## src/rtl/decode_issue.sv

```systemverilog
// decode_issue: RV32I-subset decode/issue stage with one registered output
// slot, valid/ready handshakes on both sides and a pending-write scoreboard.
// Ports:
//   clk, reset (sync, active-high)
//   in_valid/in_instr/in_ready          fetch side
//   out_valid/out_ready + out_* fields  execute side
//   wb_valid/wb_rd                      writeback clears scoreboard bits
//   flush                               drops the held bundle
// Option: DECODE_ISSUE_WB_BYPASS_EN lets a same-cycle writeback clear
// the hazard immediately.
module decode_issue (
    input  logic        clk,
    input  logic        reset,
    input  logic        in_valid,
    input  logic [31:0] in_instr,
    output logic        in_ready,
    output logic        out_valid,
    input  logic        out_ready,
    output logic [1:0]  out_aluop,
    output logic [9:0]  out_funct,
    output logic        out_alusrc,
    output logic [31:0] out_imm,
    output logic [4:0]  out_rs1,
    output logic [4:0]  out_rs2,
    output logic [4:0]  out_rd,
    output logic        out_regwrite,
    output logic        out_memread,
    output logic        out_memwrite,
    output logic        out_branch,
    output logic        out_illegal,
    input  logic        wb_valid,
    input  logic [4:0]  wb_rd,
    input  logic        flush
);

    localparam logic [6:0] OP_R   = 7'b0110011;
    localparam logic [6:0] OP_I   = 7'b0010011;
    localparam logic [6:0] OP_LW  = 7'b0000011;
    localparam logic [6:0] OP_SW  = 7'b0100011;
    localparam logic [6:0] OP_BEQ = 7'b1100011;

    logic [6:0]  opcode;
    logic [31:0] imm_i;
    logic [31:0] imm_s;
    logic [31:0] imm_b;

    logic [1:0]  d_aluop;
    logic [9:0]  d_funct;
    logic        d_alusrc;
    logic [31:0] d_imm;
    logic        d_regwrite;
    logic        d_memread;
    logic        d_memwrite;
    logic        d_branch;
    logic        d_illegal;
    logic        d_use_rs1;
    logic        d_use_rs2;
    logic [4:0]  d_rs1;
    logic [4:0]  d_rs2;
    logic [4:0]  d_rd;

    logic [31:0] pending;
    logic [31:0] pending_nxt;
    logic [31:0] busy;
    logic        held_wr;
    logic        hazard;
    logic        accept;
    logic        issue;

    assign opcode = in_instr[6:0];

    assign imm_i = {{20{in_instr[31]}}, in_instr[31:20]};
    assign imm_s = {{20{in_instr[31]}}, in_instr[31:25],
                    in_instr[11:7]};
    assign imm_b = {{19{in_instr[31]}}, in_instr[31], in_instr[7],
                    in_instr[30:25], in_instr[11:8], 1'b0};

    always_comb begin
        d_aluop    = 2'b00;
        d_funct    = 10'd0;
        d_alusrc   = 1'b0;
        d_imm      = 32'd0;
        d_regwrite = 1'b0;
        d_memread  = 1'b0;
        d_memwrite = 1'b0;
        d_branch   = 1'b0;
        d_illegal  = 1'b0;
        d_use_rs1  = 1'b0;
        d_use_rs2  = 1'b0;
        unique case (opcode)
            OP_R: begin
                d_aluop    = 2'b10;
                d_funct    = {in_instr[31:25], in_instr[14:12]};
                d_regwrite = 1'b1;
                d_use_rs1  = 1'b1;
                d_use_rs2  = 1'b1;
            end
            OP_I: begin
                d_aluop    = 2'b10;
                d_funct    = {7'd0, in_instr[14:12]};
                d_alusrc   = 1'b1;
                d_imm      = imm_i;
                d_regwrite = 1'b1;
                d_use_rs1  = 1'b1;
            end
            OP_LW: begin
                d_alusrc   = 1'b1;
                d_imm      = imm_i;
                d_memread  = 1'b1;
                d_regwrite = 1'b1;
                d_use_rs1  = 1'b1;
            end
            OP_SW: begin
                d_alusrc   = 1'b1;
                d_imm      = imm_s;
                d_memwrite = 1'b1;
                d_use_rs1  = 1'b1;
                d_use_rs2  = 1'b1;
            end
            OP_BEQ: begin
                d_aluop    = 2'b01;
                d_imm      = imm_b;
                d_branch   = 1'b1;
                d_use_rs1  = 1'b1;
                d_use_rs2  = 1'b1;
            end
            default: begin
                d_illegal  = 1'b1;
            end
        endcase
    end

    assign d_rs1 = in_instr[19:15];
    assign d_rs2 = in_instr[24:20];
    assign d_rd  = d_regwrite ? in_instr[11:7] : 5'd0;

`ifdef DECODE_ISSUE_WB_BYPASS_EN
    logic [31:0] wb_mask;
    assign wb_mask = wb_valid ? (32'd1 << wb_rd) : 32'd0;
    assign busy    = pending & ~wb_mask;
`else
    assign busy = pending;
`endif

    // The held bundle's rd is not yet in the scoreboard (it is set on
    // issue), so it is compared separately.
    assign held_wr = out_valid & out_regwrite;

    function automatic logic blocked(
        input logic [4:0]  r,
        input logic [31:0] b,
        input logic        hv,
        input logic [4:0]  hrd
    );
        return (r != 5'd0) && (b[r] || (hv && (r == hrd)));
    endfunction

    assign hazard =
        (d_use_rs1  & blocked(d_rs1, busy, held_wr, out_rd)) |
        (d_use_rs2  & blocked(d_rs2, busy, held_wr, out_rd)) |
        (d_regwrite & blocked(d_rd,  busy, held_wr, out_rd));

    assign in_ready = (~out_valid | out_ready) & ~hazard & ~flush;
    assign accept   = in_valid & in_ready;

    // A flushed bundle never reaches execute, so it must not mark rd.
    assign issue = out_valid & out_ready & out_regwrite & ~flush;

    always_comb begin
        pending_nxt = pending;
        if (wb_valid) begin
            pending_nxt[wb_rd] = 1'b0;
        end
        if (issue) begin
            pending_nxt[out_rd] = 1'b1;
        end
        pending_nxt[0] = 1'b0;
    end

    always_ff @(posedge clk) begin
        if (reset) begin
            pending      <= 32'd0;
            out_valid    <= 1'b0;
            out_aluop    <= 2'b00;
            out_funct    <= 10'd0;
            out_alusrc   <= 1'b0;
            out_imm      <= 32'd0;
            out_rs1      <= 5'd0;
            out_rs2      <= 5'd0;
            out_rd       <= 5'd0;
            out_regwrite <= 1'b0;
            out_memread  <= 1'b0;
            out_memwrite <= 1'b0;
            out_branch   <= 1'b0;
            out_illegal  <= 1'b0;
        end else begin
            pending <= pending_nxt;
            if (accept) begin
                out_valid    <= 1'b1;
                out_aluop    <= d_aluop;
                out_funct    <= d_funct;
                out_alusrc   <= d_alusrc;
                out_imm      <= d_imm;
                out_rs1      <= d_rs1;
                out_rs2      <= d_rs2;
                out_rd       <= d_rd;
                out_regwrite <= d_regwrite;
                out_memread  <= d_memread;
                out_memwrite <= d_memwrite;
                out_branch   <= d_branch;
                out_illegal  <= d_illegal;
            end else if (out_ready | flush) begin
                out_valid <= 1'b0;
            end
        end
    end

endmodule

```

## config.mk

```make
export PLATFORM = sky130hd
export DESIGN_NAME = decode_issue
export DESIGN_NICKNAME = d
export VERILOG_FILES = /design/src/rtl/decode_issue.sv
export SDC_FILE = /design/constraint.sdc
export NUM_CORES = 1
export LEC_CHECK = 0
export CAP_MARGIN = 20
export CORE_UTILIZATION = 51
export CTS_CLUSTER_DIAMETER = 60
export DETAILED_ROUTE_END_ITERATION = 10
export PLACE_DENSITY = 0.89
export SLEW_MARGIN = 20
export SYNTH_ARGS = -nofsm -noshare
export SYNTH_HDL_FRONTEND = slang
export SYNTH_SLANG_ARGS = --single-unit
```

## constraint.sdc

```tcl
create_clock -name clk -period 4.05 [get_ports clk]
set_input_delay 0.81 -clock clk [delete_from_list [all_inputs] [get_ports clk]]
set_output_delay 0.81 -clock clk [all_outputs]
set_load 0.005 [all_outputs]
```

==> tab_implementation.tex, run 1 <==
\begin{tabular}{lr}
\hline
Metric & Value \\
\hline
\multicolumn{2}{l}{\textbf{Logic synthesis}} \\
\quad Count of cell types in the netlist & 59 \\
\quad Yosys reg bits & 78 \\
\quad Share of flip-flops with an asynchronous set or reset after synthesis & 0 \\
\quad Net count of the mapped netlist & 602 \\
\quad Avg Inst Size Synth & 8.47 sq um \\
\quad Share of Yosys cell area claimed by the top area cell type & 0.330 \\
\quad Post-synthesis cell type with the largest combined area & sky130\_fd\_sc\_hd\_\_dfxtp\_1 \\
\quad Number of synthesized flops with an enable pin & 0 \\
\quad Most area-consuming cells after synthesis & sky130\_fd\_sc\_hd\_\_dfxtp\_1, sky130\_fd\_sc\_hd\_\_mux4\_2, sky130\_fd\_sc\_hd\_\_o21ai\_0 \\
\quad Portion of the post-synthesis area used by sequential elements & 0.330 \\
\quad Warning count from the yosys run & 0 \\
\quad Netlist area before placement & 0.00473 sq mm \\
\quad Most used standard cells in the synthesized netlist & sky130\_fd\_sc\_hd\_\_dfxtp\_1, sky130\_fd\_sc\_hd\_\_o21ai\_0, sky130\_fd\_sc\_hd\_\_a21oi\_1, sky130\_fd\_sc\_hd\_\_nand2\_1, sky130\_fd\_sc\_hd\_\_nand2b\_1 \\
\quad Instance count of the mapped netlist & 559 \\
\quad Most frequently used flop master after synthesis & sky130\_fd\_sc\_hd\_\_dfxtp\_1 \\
\quad Dominant cell by count in the synthesized netlist & sky130\_fd\_sc\_hd\_\_dfxtp\_1 \\
\multicolumn{2}{l}{\textbf{Clock tree}} \\
\quad CTS Buffer Depth & 2 \\
\quad Clock H-tree levels & 3 \\
\quad Cts hold-fix bufs & 0 \\
\quad Number of CTS-inserted buffers & 9 \\
\quad TritonCTS clock tree & done \\
\quad CTS sink count & 78 \\
\quad Source-to-sink clock delay at the later pin of the worst-skew pair & 0.35 ns \\
\quad Clock slew at reported path FFs & 0.08 ns \\
\quad Root buffer cell & sky130\_fd\_sc\_hd\_\_clkbuf\_8 \\
\multicolumn{2}{l}{\textbf{STA}} \\
\quad Crit share post-route & 0.923 \\
\quad Worst max-slew margin expressed relative to the limit & 0.235 \\
\quad Final setup viols & 0 \\
\quad Max Transition Viols Final & 0 \\
\quad Count of endpoints failing hold in the final timing report & 0 \\
\quad Max Clock Skew & 0.00902 ns \\
\quad Unrepaired setup endpoints after global routing & false \\
\quad F\_max & 267 MHz \\
\quad Final critical delay including setup and external delays & 3.74 ns \\
\quad Worst Tran Pin Value & 1.14 ns \\
\multicolumn{2}{l}{\textbf{Drt}} \\
\quad Final antenna-violating net count & 0 \\
\quad First-pass iteration count of the detailed router & 8 \\
\quad Routed WL per cell & 19.2 microns \\
\quad Initial detailed-routing violation count & 434 \\
\quad Post-detailed-route via-to-cell ratio & 6.38 \\
\quad Detailed-route via count & 4901 \\
\quad Remaining DRCs & 9 \\
\quad Total wire length after detailed routing & 14700 microns \\
\multicolumn{2}{l}{\textbf{Die}} \\
\quad Number of I/O pins & 110 \\
\quad Starting density of the core & 0.535 \\
\quad Number of rows in the core area & 34 \\
\quad Core region area & 0.00885 sq mm \\
\quad Die footprint & 0.00967 sq mm \\
\quad Vert. Die Dim & 98.3 microns \\
\quad Horiz. Die Dim & 98.3 microns \\
\multicolumn{2}{l}{\textbf{Power}} \\
\quad Maximum vdd ir drop & 0.150 mV \\
\quad Static leakage & 0.00206 uW \\
\quad Total power draw & 1560 uW \\
\quad Power per unit of standard cell area & 256 mW/mm\^{}2 \\
\multicolumn{2}{l}{\textbf{Final layout}} \\
\quad Layout Cells excl Fill & 768 \\
\quad Nets@finish & 700 \\
\quad Layout-stage area growth over the synthesis result & 29.2\% \\
\quad Filler cells & 696 \\
\quad Share of final-layout standard cells stronger than drive strength 1 & 0.133 \\
\quad Count of inserted antenna diode cells & 0 \\
\multicolumn{2}{l}{\textbf{Placed design}} \\
\quad Placed insts & 754 \\
\quad RePlAce Congestion & 1.00 \\
\quad Port-buffer cells & 109 \\
\quad Placed wire-length estimate & 10900 microns \\
\multicolumn{2}{l}{\textbf{Global route}} \\
\quad Global Route Usage Sum & 0.304 \\
\quad GRT Residual Overflow & 0 \\
\quad Number of antenna violations at the first check in global routing & 0 \\
\quad Pin count of the biggest net entering global routing & 54 \\
\quad Global-route wire length before repair & 23300 microns \\
\quad Number of global-route vias before repair & 4599 \\
\multicolumn{2}{l}{\textbf{Setup path}} \\
\quad Critical Path Sink Type & output pin \\
\quad Maximum fanout encountered on the critical timing path & 10 \\
\quad Element type at the critical path start & input pin \\
\quad Data required, critical path & 3.24 ns \\
\quad Setup Crit Path Kind & input pin to output pin \\
\quad Arrival time worst endpoint & 2.93 ns \\
\multicolumn{2}{l}{\textbf{Min path}} \\
\quad Worst min-delay path category & register to register \\
\multicolumn{2}{l}{\textbf{Run status}} \\
\quad Violated checks & design-rule violations \\
\quad Outcome & finished with violations \\
\multicolumn{2}{l}{\textbf{Flow run}} \\
\quad Max-cap violations & 0 \\
\hline
\end{tabular}
-- sequential cells by signal, summed over array words and instances, names as in the netlist, 2 cells and up --
register   count
out_imm       13
out_rs1        5
out_funct     10
out_rs2        5
busy          31
out_aluop      2
out_rd         5
-- worst max-delay path, stage by stage --
cell and delay, ns:
sky130_fd_sc_hd__clkdlybuf4s50_1 0.39, sky130_fd_sc_hd__buf_4 0.17, sky130_fd_sc_hd__or2_0 0.24, sky130_fd_sc_hd__and4_1 0.22, sky130_fd_sc_hd__o221a_1 0.24, sky130_fd_sc_hd__o311ai_2 0.28
sky130_fd_sc_hd__nand4_1 0.21, sky130_fd_sc_hd__nor2_2 0.19, sky130_fd_sc_hd__dlymetal6s2s_1 0.15
-- routing by layer --
metal / track usage / vias to the layer above / part of all wire
li1: - / 2238 / -
met1: 0.392 / 2311 / 0.40
met2: 0.498 / 298 / 0.47
met3: 0.0587 / 54 / 0.098
met4: 0.133 / 0 / 0.033
met5: 0 / - / 0
-- metrics by stage --
stage	worst slack, ns	area [sq um]	util	TNS (ns)	hold slack [ns]
2_1_floorplan	0.687	4730	-	0	0.459
6_report	0.311	6110	0.691	0	0.472
3_5_place_dp	-0.144	5930	0.670	-0.144	0.461
4_1_cts	0.0168	6110	0.690	0	0.472
3_3_place_gp	-0.0687	5930	0.670	-0.0687	0.454
5_1_grt	0.285	6110	0.691	0	0.488
-- final timing paths --
check                    start           end  slack (ns)  cells after the start
setup / recovery   in_instr[7]      in_ready        0.31                      9
hold / removal    out_funct[7]  out_funct[7]        0.47                      2
setup reg to reg     out_rd[4]     out_rd[4]        1.03                      9
hold reg to reg   out_funct[7]  out_funct[7]        0.47                      2
-- logic make-up after synthesis --
group | count (synthesis) | synth area share
buffers and inverters | 70 | 0.0798
AO/OA/AOI/OAI | 157 | 0.191
XOR/XNOR | 15 | 0.0278
multiplexers | 31 | 0.117
AND/OR/NAND/NOR | 208 | 0.254
flip-flops | 78 | 0.330
-- cell type report --
cell class              count  area [sq um]  area share
clock buffers              12           135      0.0221
clock inverters             2          35.0     0.00573
inverters                   5          18.8     0.00307
multi-input cells         411          2820       0.462
flip-flops and latches     78          1560       0.255
well taps                 108           135      0.0221
repair buffers            152          1410       0.230
-- report_power, final --
group          switching [uW]  total [uW]  internal (uW)
sequential               4.37         778            773
combinational             125         242            117
clock                     265         543            278
-- cells in the final DEF (no fill, tap or decap), drive strengths merged, types with 3 or more instances in the layout --
cell type      netlist  final
clkdlybuf4s50        0    103
a21oi               56     56
nand4               13     13
nand2b              41     41
o21ai               75     75
nor2b                4      4
nor2                15     15
nor3b               10     10
nand3b               7      7
dlygate4sd2          0      4
xnor2               13     13
a211oi               3      3
dfxtp               78     78
nand2               48     48
mux2                 4      4
inv                  5      5
clkbuf              30     12
or4                 22     22
nand3               22     22
buf                 35     44
a22oi                4      4
mux4                18     18
mux2i                9      9
nor3                 9      9
-- repair_timing --
action                                  CTS  global route
pin swaps                                 1             3
endpoints found under the setup margin    1             1
resized for setup                         7             2
buffers inserted                          0             0
No activity file was read; power rests on OpenSTA's default activity.
==> run 2, diff against run 1 <==
- TNS_END_PERCENT: default -> 30
==> results of run 2 <==
Final layout, timing and power as in run 1 (identical DEF).
